`config.mk`:
```
export PLATFORM = sky130hd
export DESIGN_NAME = fetch_unit
export DESIGN_NICKNAME = d
export VERILOG_FILES = /design/src/rtl/fetch_unit.sv
export SDC_FILE = /design/constraint.sdc
export NUM_CORES = 1
export LEC_CHECK = 0
export BUFFER_PORTS_ARGS = -buffer_cell sky130_fd_sc_hd__buf_2
export CORE_MARGIN = 5
export CORE_UTILIZATION = 57
export DETAILED_ROUTE_END_ITERATION = 7
export PLACE_DENSITY = 0.91
export REMOVE_ABC_BUFFERS = 1
export SLEW_MARGIN = 25
export SYNTH_ARGS = -nofsm -noshare
export SYNTH_HDL_FRONTEND = slang
export SYNTH_SLANG_ARGS = --single-unit
```
`constraint.sdc`:
```
create_clock -name clk -period 3.63 [get_ports clk]
set_input_delay 0.726 -clock clk [delete_from_list [all_inputs] [get_ports clk]]
set_output_delay 0.726 -clock clk [all_outputs]
set_load 0.01 [all_outputs]
```
`src/rtl/fetch_unit.sv`:
```
// Instruction fetch unit: fetches one word per request from instruction memory,
// presents it to the decoder, and resolves branch/JR/halt on accept.
module fetch_unit (
  input  logic        clk,
  input  logic        rst_n,
  output logic [15:0] imem_addr,
  output logic        imem_rd_en,
  input  logic [15:0] imem_rdata,
  input  logic        imem_rdy,
  output logic [15:0] instr,
  output logic        instr_vld,
  output logic [15:0] pc_plus1,
  input  logic        stall,
  input  logic        branch,
  input  logic        jr,
  input  logic        halt,
  input  logic [2:0]  cond,
  input  logic [15:0] imm,
  input  logic [15:0] jr_target,
  input  logic [2:0]  flags,
  output logic        halted
);

  typedef enum logic [1:0] {
    IDLE   = 2'd0,
    FETCH  = 2'd1,
    VALID  = 2'd2,
    HALTED = 2'd3
  } state_t;

  state_t      state_r, state_s;
  logic [15:0] pc_r, pc_s;
  logic [15:0] addr_r, addr_s;
  logic        rd_en_r, rd_en_s;
  logic [15:0] instr_r, instr_s;
  logic        vld_r, vld_s;
  logic [15:0] pc_plus1_r, pc_plus1_s;
  logic        halted_r, halted_s;
  logic [15:0] target_s;

  // flags are packed {Z,V,N}
  function automatic logic cond_true(input logic [2:0] c, input logic [2:0] f);
    logic z;
    logic v;
    logic n;
    logic res;
    z = f[2];
    v = f[1];
    n = f[0];
    case (c)
      3'b000:  res = ~z;
      3'b001:  res = z;
      3'b010:  res = ~z & ~n;
      3'b011:  res = n;
      3'b100:  res = z | ~n;
      3'b101:  res = n | z;
      3'b110:  res = v;
      3'b111:  res = 1'b1;
      default: res = 1'b0;
    endcase
    return res;
  endfunction

  // Redirect target for the presented instruction; jr only redirects together with branch.
  always_comb begin
    target_s = pc_plus1_r;
    if (branch && jr) begin
      target_s = jr_target;
    end else if (branch && cond_true(cond, flags)) begin
      target_s = pc_plus1_r + imm;
    end else begin
      target_s = pc_plus1_r;
    end
  end

  // Next-state and next-output logic; every output is registered from these values.
  always_comb begin
    state_s    = state_r;
    pc_s       = pc_r;
    addr_s     = addr_r;
    rd_en_s    = 1'b0;
    instr_s    = instr_r;
    vld_s      = 1'b0;
    pc_plus1_s = pc_plus1_r;
    halted_s   = 1'b0;
    case (state_r)
      IDLE: begin
        state_s = FETCH;
        rd_en_s = 1'b1;
        addr_s  = pc_r;
      end
      FETCH: begin
        if (imem_rdy) begin
          state_s    = VALID;
          instr_s    = imem_rdata;
          pc_plus1_s = pc_r + 16'd1;
          vld_s      = 1'b1;
        end else begin
          rd_en_s = 1'b1;
          addr_s  = pc_r;
        end
      end
      VALID: begin
        if (stall) begin
          vld_s = 1'b1;
        end else if (halt) begin
          state_s  = HALTED;
          halted_s = 1'b1;
        end else begin
          state_s = FETCH;
          pc_s    = target_s;
          addr_s  = target_s;
          rd_en_s = 1'b1;
        end
      end
      HALTED: begin
        halted_s = 1'b1;
      end
      default: begin
        state_s = IDLE;
      end
    endcase
  end

  // State, PC and output registers.
  always_ff @(posedge clk or negedge rst_n) begin
    if (!rst_n) begin
      state_r    <= IDLE;
      pc_r       <= 16'h0000;
      addr_r     <= 16'h0000;
      rd_en_r    <= 1'b0;
      instr_r    <= 16'h0000;
      vld_r      <= 1'b0;
      pc_plus1_r <= 16'h0000;
      halted_r   <= 1'b0;
    end else begin
      state_r    <= state_s;
      pc_r       <= pc_s;
      addr_r     <= addr_s;
      rd_en_r    <= rd_en_s;
      instr_r    <= instr_s;
      vld_r      <= vld_s;
      pc_plus1_r <= pc_plus1_s;
      halted_r   <= halted_s;
    end
  end

  assign imem_addr  = addr_r;
  assign imem_rd_en = rd_en_r;
  assign instr      = instr_r;
  assign instr_vld  = vld_r;
  assign pc_plus1   = pc_plus1_r;
  assign halted     = halted_r;

endmodule

```
==> impl_metrics.toml <==
[global_route]
grtUsageTotal_pct = 24.45
antenna_found_initial = 1
grt_start_max_net_pins = 50
grt_pass1_wl_mm = 17.24
grt_overflow_total = 0
grt_pass1_vias = 3696

[placed_design]
place_congestion = 0.8800
place_ws_ps = 436.9
postPlaceCellArea_um2 = 4766
numPortBuffers = 111
dp.final_hpwl_mm = 8.204

[routing]
first_iter_violations = 251
via_count = 3862
wl_per_cell_um = 16.13
viasPerCell = 5.773
dr.pass1.iters = 4
drtAntennaViolNets = 0
wirelength_mm = 10.79
drc = 0

[timing]
skew_ps = 8.953
rsz0062_at_grt = "no"
max_freq_mhz = 346.1
setup_ws_ps = 741.1
setup_viol = 0
tns_ps = 0
min_period_ps = 2889
finalMaxSlewViolations = 0
tightest_slew_ps = 700.8
whs_ps = 364.8
timing.slew.headroom_pct = 53.28
fin_crit_sh_pct = 79.58
hold_viol_final = 0

[logic_synthesis]
yosys-top-cells-area = "dfrtp_1 42%, o21ai_0 7.2%, nand2_1 6.2%, ha_1 6.0%, mux2_2 4.9%"
synth_area_um2 = 4149
synth-main-ff-cell = "dfrtp_1"
ys_seq_elements = 69
synth.cells.most_frequent = "69 x dfrtp_1, 69 x nand2_1, 60 x o21ai_0, 40 x a21oi_1, 20 x ha_1"
seq_area_frac_synth_pct = 41.62
synth_edf_count = 0
syn_avg_cell_area_um2 = 8.980
synth_async_sr_flop_share_pct = 100.0
yosys.area.top_type = "dfrtp_1"
synth_cell_types = 55
synth_top_cell_area_share_pct = 41.62
ys_warn_count = 0
syn_inst = 462

[power_and_ir_drop]
p_leak_nw = 2.347
irDropWorstVdd_mv = 0.5413
power_density_nw_per_um2 = 808.4

[final_layout]
finalInstanceArea_um2 = 4971
final_nets = 647
num_antenna_cells = 0
multi_input_area_um2 = 2285
final.fill_count = 545
area_delta_synth_final_pct = 19.81
drive_gt1_share_pct = 26.67
register_area_um2 = 1727
utilization_pct = 69.28

[critical_path]
start_kind = "input port"
crit_arrival_ps = 3110
cpPeakStageDelay_ps = 500
critical_path.cell_chain = "buf_2 -> ha_1 -> fa_1 -> a21oi_1 -> o211ai_1 -> a311oi_1 -> a31oi_1 -> xor2_1 -> a211oi_1 -> o31ai_1"
cp.required_ps = 3850
cp-end-kind = "flip-flop"
worstSetupPathType = "input port to flip-flop"
cp_max_fo = 3
cp_slowest_cell = "a311oi_1"

[clocking]
clockBufferDepth = 2
cts_num_sinks = 69
htree_levels = 3
cts_setup_buffers = 0
cts_tree = "yes"
cts_resized = 0
cts_buffers = 9
holdBufCountCts = 0
clk_pin_slew_ps = 70
clock_latency_ps = 340
cts-root-buf = "clkbuf_8"

[floorplanning]
dieWidth_um = 95.32
num_rows = 31
die_area_um2 = 9085
die_height_um = 95.32
coreArea_um2 = 7176
io_pins = 112
start_util_pct = 57.82

[job]
max-cap-violations = 0

[worst_hold_path]
hp-class = "input port to async pin"

[status]
status = "finished, final reports clean"
[final timing paths]
path,start,endpoint,slack (ps),cells past startpoint
setup / recovery,imm[0],imem_addr[14]$_DFFE_PN0P_,740,10
max in group asynchronous,rst_n,pc_r[15]$_DFFE_PN0P_,2510,2
min in group clk,imem_addr[7]$_DFFE_PN0P_,imem_addr[7]$_DFFE_PN0P_,500,2
hold reg to reg,imem_addr[7]$_DFFE_PN0P_,imem_addr[7]$_DFFE_PN0P_,500,2
hold / removal,rst_n,instr[5]$_DFFE_PN0P_,360,1
setup reg to reg,pc_plus1[0]$_DFFE_PN0P_,imem_addr[14]$_DFFE_PN0P_,770,9
[placed cells by master, fill, tap and decap left out, drive strengths merged, types with 10 or more instances in the layout]
cell type / instances
xnor2: 12
nand2: 69
mux2: 18
ha: 20
clkbuf: 13
nor2: 18
dfrtp: 69
inv: 10
o21ai: 61
nor3b: 11
nand3: 13
a21oi: 40
buf: 116
xor2: 13
[registers in the layout, summed over array words and instances (netlist names)]
signal      cells
halted          1
pc_plus1       16
instr          16
imem_rd_en      1
imem_addr      16
pc_r           16
instr_vld       1
state_r         2
[where the power goes]
group,leakage [nW],internal (mW),switching (mW),total (mW)
Sequential,0.877,1.11,0.320,1.43
Clock,0.104,0.356,0.282,0.637
Combinational,1.37,0.858,1.09,1.95
Total,2.35,2.33,1.69,4.02
[layout make-up]
class	count	share of cell area, %
sequential	69	34.73
timing repair buffer	116	11.98
multi-input combinational	359	45.96
clock inverter	3	0.8809
inverter	10	0.7551
clock buffer	13	3.197
tap	99	2.492
[logic make-up after synthesis]
logic type      synth area share, %
compound gates                21.71
simple gates                  16.44
flops                         41.62
buf+inv                       3.317
xor+xnor                      5.277
fa+ha+maj                     6.514
mux                           5.127
[metal layers]
layer  global-route usage, %  wire (µm)  part of all wire, %
met5                       0         18                 0.17
met4                   8.774        144                  1.3
met3                   4.893        800                  7.4
met2                   40.93       5354                   50
met1                   31.44       4473                   41
[metrics by stage]
| stage | std cells | total power [mW] |
|---|---|---|
| finish | 669 | 4.018 |
| global route | 669 | 4.323 |
| CTS | 669 | 4.020 |
| detailed placement | 653 | 3.371 |
| global placement | 653 | 3.265 |
| floorplan | 438 | 2.686 |
[worst max-delay path: cells and delay by family]
family	cells	cell delay (ps)
AO/OA/AOI/OAI	6	1500
XOR/XNOR	1	170
adder cells (fa/ha/maj)	2	620
buffers and inverters	1	100
Power figures use the tool's default switching activity.
